[src/rtl/button_pkg.sv]
// Shared definitions for the button event decoder: event codes and FSM encoding.
package button_pkg;

  localparam int EVT_W = 3;

  localparam logic [EVT_W-1:0] EVT_NONE    = 3'd0;
  localparam logic [EVT_W-1:0] EVT_PRESS   = 3'd1;
  localparam logic [EVT_W-1:0] EVT_RELEASE = 3'd2;
  localparam logic [EVT_W-1:0] EVT_LONG    = 3'd3;
  localparam logic [EVT_W-1:0] EVT_DOUBLE  = 3'd4;

  typedef enum logic [2:0] {
    IDLE     = 3'd0,
    HELD     = 3'd1,
    LONGHELD = 3'd2,
    GAP      = 3'd3,
    HELD2    = 3'd4
  } state_t;

endpackage

[src/rtl/evt_fifo.sv]
// Small event queue; head entry is visible combinationally, and a pop frees room for a same-cycle push.
module evt_fifo #(
  parameter int WIDTH = 3,
  parameter int DEPTH = 4
) (
  input  logic             clk,
  input  logic             rst,
  input  logic             push,
  input  logic [WIDTH-1:0] din,
  input  logic             pop,
  output logic [WIDTH-1:0] dout,
  output logic             empty,
  output logic             full
);

  localparam int AW = (DEPTH > 1) ? $clog2(DEPTH) : 1;

  logic [WIDTH-1:0] mem [DEPTH];
  logic [AW-1:0]    wr_ptr;
  logic [AW-1:0]    rd_ptr;
  logic [AW:0]      count;
  logic             do_push;
  logic             do_pop;

  assign empty   = (count == '0);
  assign full    = (count == (AW+1)'(DEPTH));
  assign do_pop  = pop & ~empty;
  assign do_push = push & (~full | do_pop);
  assign dout    = mem[rd_ptr];

  always_ff @(posedge clk) begin
    if (do_push) mem[wr_ptr] <= din;
  end

  // Pointers are log2(DEPTH) wide so they wrap naturally.
  always_ff @(posedge clk or posedge rst) begin
    if (rst) begin
      wr_ptr <= '0;
      rd_ptr <= '0;
      count  <= '0;
    end else begin
      if (do_push) wr_ptr <= wr_ptr + AW'(1);
      if (do_pop)  rd_ptr <= rd_ptr + AW'(1);
      case ({do_push, do_pop})
        2'b10:   count <= count + (AW+1)'(1);
        2'b01:   count <= count - (AW+1)'(1);
        default: count <= count;
      endcase
    end
  end

endmodule

[src/rtl/button_event_decoder.sv]
// Classifies a debounced button level into PRESS/RELEASE/LONG/DOUBLE events and queues them
// for a valid/ready consumer. Hold and gap times are measured in prescaler ticks.
module button_event_decoder
  import button_pkg::*;
#(
  parameter int TICK_BITS  = 5,
  parameter int CNT_W      = 4,
  parameter int LONG_TICKS = 8,
  parameter int DBL_TICKS  = 6,
  parameter int FIFO_DEPTH = 4
) (
  input  logic       clk,
  input  logic       rst,
  input  logic       level_in,
  output logic       evt_valid,
  input  logic       evt_ready,
  output logic [2:0] evt_code,
  output logic       ovf
);

  localparam logic [CNT_W-1:0] CNT_MAX  = '1;
  localparam logic [CNT_W:0]   LONG_LIM = (CNT_W+1)'(LONG_TICKS);
  localparam logic [CNT_W:0]   DBL_LIM  = (CNT_W+1)'(DBL_TICKS);

  logic [TICK_BITS-1:0] presc;
  logic                 tick;
  logic                 prev_level;
  logic                 rise;
  logic                 fall;
  state_t               state;
  state_t               state_next;
  logic [CNT_W-1:0]     cnt;
  logic [CNT_W-1:0]     cnt_next;
  logic [CNT_W:0]       cnt_inc;
  logic [CNT_W-1:0]     cnt_sat;
  logic                 push;
  logic [2:0]           push_code;
  logic                 pop;
  logic                 fifo_empty;
  logic                 fifo_full;
  logic [2:0]           head;

  always_ff @(posedge clk or posedge rst) begin
    if (rst) begin
      presc      <= '0;
      prev_level <= 1'b0;
    end else begin
      presc      <= presc + TICK_BITS'(1);
      prev_level <= level_in;
    end
  end

  assign tick    = (presc == '0);
  assign rise    = level_in & ~prev_level;
  assign fall    = ~level_in & prev_level;
  assign cnt_inc = {1'b0, cnt} + (CNT_W+1)'(1);
  assign cnt_sat = cnt_inc[CNT_W] ? CNT_MAX : cnt_inc[CNT_W-1:0];

  always_ff @(posedge clk or posedge rst) begin
    if (rst) begin
      state <= IDLE;
      cnt   <= '0;
    end else begin
      state <= state_next;
      cnt   <= cnt_next;
    end
  end

  // Edges take priority over tick thresholds; the counter is cleared on every state entry.
  always_comb begin
    state_next = state;
    cnt_next   = cnt;
    case (state)
      IDLE: begin
        if (rise) begin
          state_next = HELD;
          cnt_next   = '0;
        end
      end
      HELD, HELD2: begin
        if (fall) begin
          state_next = (state == HELD) ? GAP : IDLE;
          cnt_next   = '0;
        end else if (tick) begin
          if (cnt_inc == LONG_LIM) begin
            state_next = LONGHELD;
            cnt_next   = '0;
          end else begin
            cnt_next = cnt_sat;
          end
        end
      end
      LONGHELD: begin
        if (fall) begin
          state_next = IDLE;
          cnt_next   = '0;
        end
      end
      GAP: begin
        if (rise) begin
          state_next = HELD2;
          cnt_next   = '0;
        end else if (tick) begin
          if (cnt_inc == DBL_LIM) begin
            state_next = IDLE;
            cnt_next   = '0;
          end else begin
            cnt_next = cnt_sat;
          end
        end
      end
      default: begin
        state_next = IDLE;
        cnt_next   = '0;
      end
    endcase
  end

  always_comb begin
    push      = 1'b0;
    push_code = EVT_NONE;
    case (state)
      IDLE: begin
        if (rise) begin
          push      = 1'b1;
          push_code = EVT_PRESS;
        end
      end
      HELD, HELD2: begin
        if (fall) begin
          push      = 1'b1;
          push_code = EVT_RELEASE;
        end else if (tick && cnt_inc == LONG_LIM) begin
          push      = 1'b1;
          push_code = EVT_LONG;
        end
      end
      LONGHELD: begin
        if (fall) begin
          push      = 1'b1;
          push_code = EVT_RELEASE;
        end
      end
      GAP: begin
        if (rise) begin
          push      = 1'b1;
          push_code = EVT_DOUBLE;
        end
      end
      default: begin
        push      = 1'b0;
        push_code = EVT_NONE;
      end
    endcase
  end

  evt_fifo #(
    .WIDTH (EVT_W),
    .DEPTH (FIFO_DEPTH)
  ) u_fifo (
    .clk   (clk),
    .rst   (rst),
    .push  (push),
    .din   (push_code),
    .pop   (pop),
    .dout  (head),
    .empty (fifo_empty),
    .full  (fifo_full)
  );

  assign evt_valid = ~fifo_empty;
  assign evt_code  = fifo_empty ? EVT_NONE : head;
  assign pop       = evt_valid & evt_ready;

  // A push into a full queue with no simultaneous pop is lost; remember that it happened.
  always_ff @(posedge clk or posedge rst) begin
    if (rst) begin
      ovf <= 1'b0;
    end else if (push && fifo_full && !pop) begin
      ovf <= 1'b1;
    end
  end

endmodule
[config.mk]
export PLATFORM = sky130hd
export DESIGN_NAME = button_event_decoder
export DESIGN_NICKNAME = d
export VERILOG_FILES = /design/src/rtl/button_pkg.sv /design/src/rtl/evt_fifo.sv /design/src/rtl/button_event_decoder.sv
export SDC_FILE = /design/constraint.sdc
export NUM_CORES = 1
export LEC_CHECK = 0
export CORE_MARGIN = 10
export CORE_UTILIZATION = 50
export DETAILED_ROUTE_END_ITERATION = 8
export GPL_TIMING_DRIVEN = 0
export MAX_ROUTING_LAYER = met4
export PLACE_DENSITY = 0.64
export SETUP_SLACK_MARGIN = 0.02
export SLEW_MARGIN = 15
export SYNTH_ARGS = -nofsm -noshare
export SYNTH_HDL_FRONTEND = slang
export SYNTH_SLANG_ARGS = --single-unit
[constraint.sdc]
create_clock -name clk -period 3.01 [get_ports clk]
set_input_delay 0.7525 -clock clk [delete_from_list [all_inputs] [get_ports clk]]
set_output_delay 0.7525 -clock clk [all_outputs]
set_load 0.02 [all_outputs]
==> out/results.ini <==
[outcome]
run_status = finished, final reports clean

[setup_path]
crit_path_top_delay_cell = sky130_fd_sc_hd__fa_1
critical_path.cell_chain = dlygate4sd2_1 > or2b_4 > or3_1 > o21a_2 > nand2_2 > nor2_1 > fa_1 > nand3b_1 > a22o_1 > o311ai_0 > a21o_1
cp_slowest_stage_delay_ps = 480
end_kind = flip-flop
worstPathArrival_ps = 3040
cpLargestDelayFamily = simple AND/OR/NAND/NOR gates
worstPathRequired_ps = 3180
path_max_fanout = 7
cp.buffers_inverters = 1
timing.setup.critical_path_class = in2reg
setup.worst_path.start_class = input pin

[logic_synthesis]
sequential_share_of_the_synthesized_area_pct = 45.2
postSynthNetCount = 186
post_synth_most_frequent_cells = 21 x sky130_fd_sc_hd__dfrtp_1, 12 x sky130_fd_sc_hd__edfxtp_1, 12 x sky130_fd_sc_hd__nor2_1
ys_ff_latch = 33
synth_area_leader_cell = sky130_fd_sc_hd__dfrtp_1
yosys.cell_count.top_type = sky130_fd_sc_hd__dfrtp_1
post_synth.cell_area_avg_um2 = 11.3
yosysTopAreaCellShare_pct = 26.8
synth_edf_count = 12
synth.area.top_cells = sky130_fd_sc_hd__dfrtp_1 27%, sky130_fd_sc_hd__edfxtp_1 18%, sky130_fd_sc_hd__ha_1 5.1%
synth_area_mm2 = 0.00196
synth_cells = 173
yosys_most_used_dff = sky130_fd_sc_hd__dfrtp_1
synth-warning-count = 0
asyncSetResetFlopFracSynth_pct = 63.6
yosys.cell_types.count = 54

[clocking]
cts-root-to-sink-buffers = 2
h_tree_levels = 2
clkLatencyLatePin_ps = 270
clk_root_buffer_cell = sky130_fd_sc_hd__clkbuf_8
cts_hold_buffers = 0
path_clk_slew_ps = 70
numCtsBuffers = 5
cts_tree = built
clkSinkCount = 33

[cells_and_area]
finalCoreUtilization_pct = 59.0
syn_to_final_growth_pct = 11.9
antenna_cells = 0
layout.nets = 201
fraction_of_final_layout_cells_with_drive_strength_greater_than_1_pct = 18.5
nFillCells = 310
sequential_cell_area_um2 = 886
multi_input_comb_area_um2 = 977

[hold_path]
hold_class = reg2reg

[sta]
fmaxAchievable_mhz = 349
rsz_0062_raised_after_global_routing = true
final_min_period_ps = 2870
slew_headroom_pct = 44.3
clock-skew-final_ps = 4.40
finalSetupViolCount = 0
tightest_slew_ps = 834
final.hold.worst_slack_ps = 460
final_min_period_over_clock_period_pct = 95.3
slew_violations = 0
final-hold-violation-count = 0
worst_slack_ps = 142

[placed_design]
io_buffers = 8
dp_slack_ps = -569
place.gp.congestion = 0.855
dp.final_hpwl_mm = 2.69

[die]
core_mm2 = 0.00372
fp.dieW_um = 82.6
start_util_pct = 52.7
rows = 22
boundaryPins = 9
die-height_um = 82.6
die_area_mm2 = 0.00682

[global_routing]
grt_pass1_vias = 1334
grt_max_degree = 22
gr-total-overflow = 0
global_route_wire_length_before_repair_mm = 6.13
gr-usage-all-layers_pct = 12.0
antenna_found_initial = 0

[drt]
route.detailed.vias_per_inst = 5.68
detail_route.drc_violations = 0
route.vias.total = 1345
detail_route.wirelength_mm = 3.57
drt_pre_antenna_iters = 4
ant_nets = 0
avgRoutedWirePerCell_um = 15.0
drt_first_iter_violations = 127

[pwr]
leakage_nw = 0.899
vdd_ir_drop_max_mv = 0.446
powerDensity_mw_per_mm2 = 924

[job]
max-cap-violations = 0

## cell type report
type | count | share of cell area [%]
plain buffers | 6 | 2.91
clock buffers | 5 | 3.14
clock inverters | 3 | 0.571
inverters | 10 | 1.71
multi-input cells | 123 | 44.6
flip-flops and latches | 33 | 40.4
well taps | 48 | 2.74
repair buffers | 9 | 3.94
## registers in the layout (all words and copies together), names as in the netlist
name	count
cnt	4
u_fifo.mem	12
ovf	1
presc	5
u_fifo.count	3
state	3
u_fifo.rd_ptr	2
prev_level	1
u_fifo.wr_ptr	2
## stage by stage
step                      std cells  TNS [ps]  instance area, um^2  power (mW)
after floorplan                 173         0                 1960        1.47
after global placement          229     -1410                 2100        1.68
after detailed placement        229     -1820                 2100        1.72
after CTS                       238         0                 2190        2.05
after global routing            237         0                 2190        2.19
final                           237         0                 2190        2.03
## path summary, 6_finish.rpt
check	from	end	slack, ps	cells after the start
setup / recovery	level_in	u_fifo.count[1]	140	11
hold / removal	ovf	ovf	460	1
setup reg to reg	presc[0]	u_fifo.count[1]	280	12
hold reg to reg	ovf	ovf	460	1
max in group asynchronous	rst	state[1]	1540	2
min in group asynchronous	rst	u_fifo.count[0]	950	2
## cell usage in the layout, fill, tap and decap left out, types with 2 or more instances in the layout
cell / synthesis / final
sky130_fd_sc_hd__nor3b_1: 2 / 2
sky130_fd_sc_hd__nand2_1: 7 / 7
sky130_fd_sc_hd__xor2_1: 2 / 2
sky130_fd_sc_hd__o21ai_0: 8 / 8
sky130_fd_sc_hd__dfrtp_1: 21 / 21
sky130_fd_sc_hd__and2_1: 7 / 7
sky130_fd_sc_hd__nand2_2: 2 / 2
sky130_fd_sc_hd__inv_1: 10 / 10
sky130_fd_sc_hd__nor3_1: 4 / 4
sky130_fd_sc_hd__nand3b_1: 5 / 5
sky130_fd_sc_hd__mux2_2: 4 / 4
sky130_fd_sc_hd__buf_4: 1 / 2
sky130_fd_sc_hd__ha_1: 8 / 8
sky130_fd_sc_hd__nor3_4: 1 / 2
sky130_fd_sc_hd__nor2b_1: 2 / 2
sky130_fd_sc_hd__mux4_2: 3 / 3
sky130_fd_sc_hd__nand3_1: 7 / 7
sky130_fd_sc_hd__nor2_1: 12 / 12
sky130_fd_sc_hd__clkinv_1: 0 / 2
sky130_fd_sc_hd__edfxtp_1: 12 / 12
sky130_fd_sc_hd__clkbuf_8: 3 / 8
sky130_fd_sc_hd__a21oi_1: 7 / 7
sky130_fd_sc_hd__xnor2_1: 7 / 7
sky130_fd_sc_hd__clkdlybuf4s50_1: 0 / 7
sky130_fd_sc_hd__nand4_1: 2 / 2
sky130_fd_sc_hd__a21o_1: 3 / 3
sky130_fd_sc_hd__a221oi_1: 2 / 2
## cell families after synthesis
group                      Yosys count  share of synthesized area (%)
DFF                                 33                           45.2
and+or+nand+nor                     66                           21.9
buffers and inverters               17                           5.37
xor gates and xnor gates             9                           4.03
muxes                                8                           6.26
adders and majority gates            9                           6.13
AOI/OAI and AO/OA                   31                           11.1
## what timing repair did
action                                  in CTS  in global routing
buffers inserted                             1                  0
endpoints found under the setup margin       2                  3
resized for setup                            2                  2
pin swaps                                    1                  1
## metal layers
layer	share of wire, %	wire length, um	track usage, %
met2	51	1810	18.7
met4	1.0	36	5.69
met3	3.6	128	3.13
met5	0	0	-
met1	45	1590	14.2
## report_power, final
group / internal (mW) / total [mW] / switching [mW]
Clock: 0.155 / 0.304 / 0.149
Combinational: 0.496 / 1.02 / 0.521
Sequential: 0.593 / 0.703 / 0.111
Total: 1.24 / 2.03 / 0.781
Power figures use the tool's default switching activity.
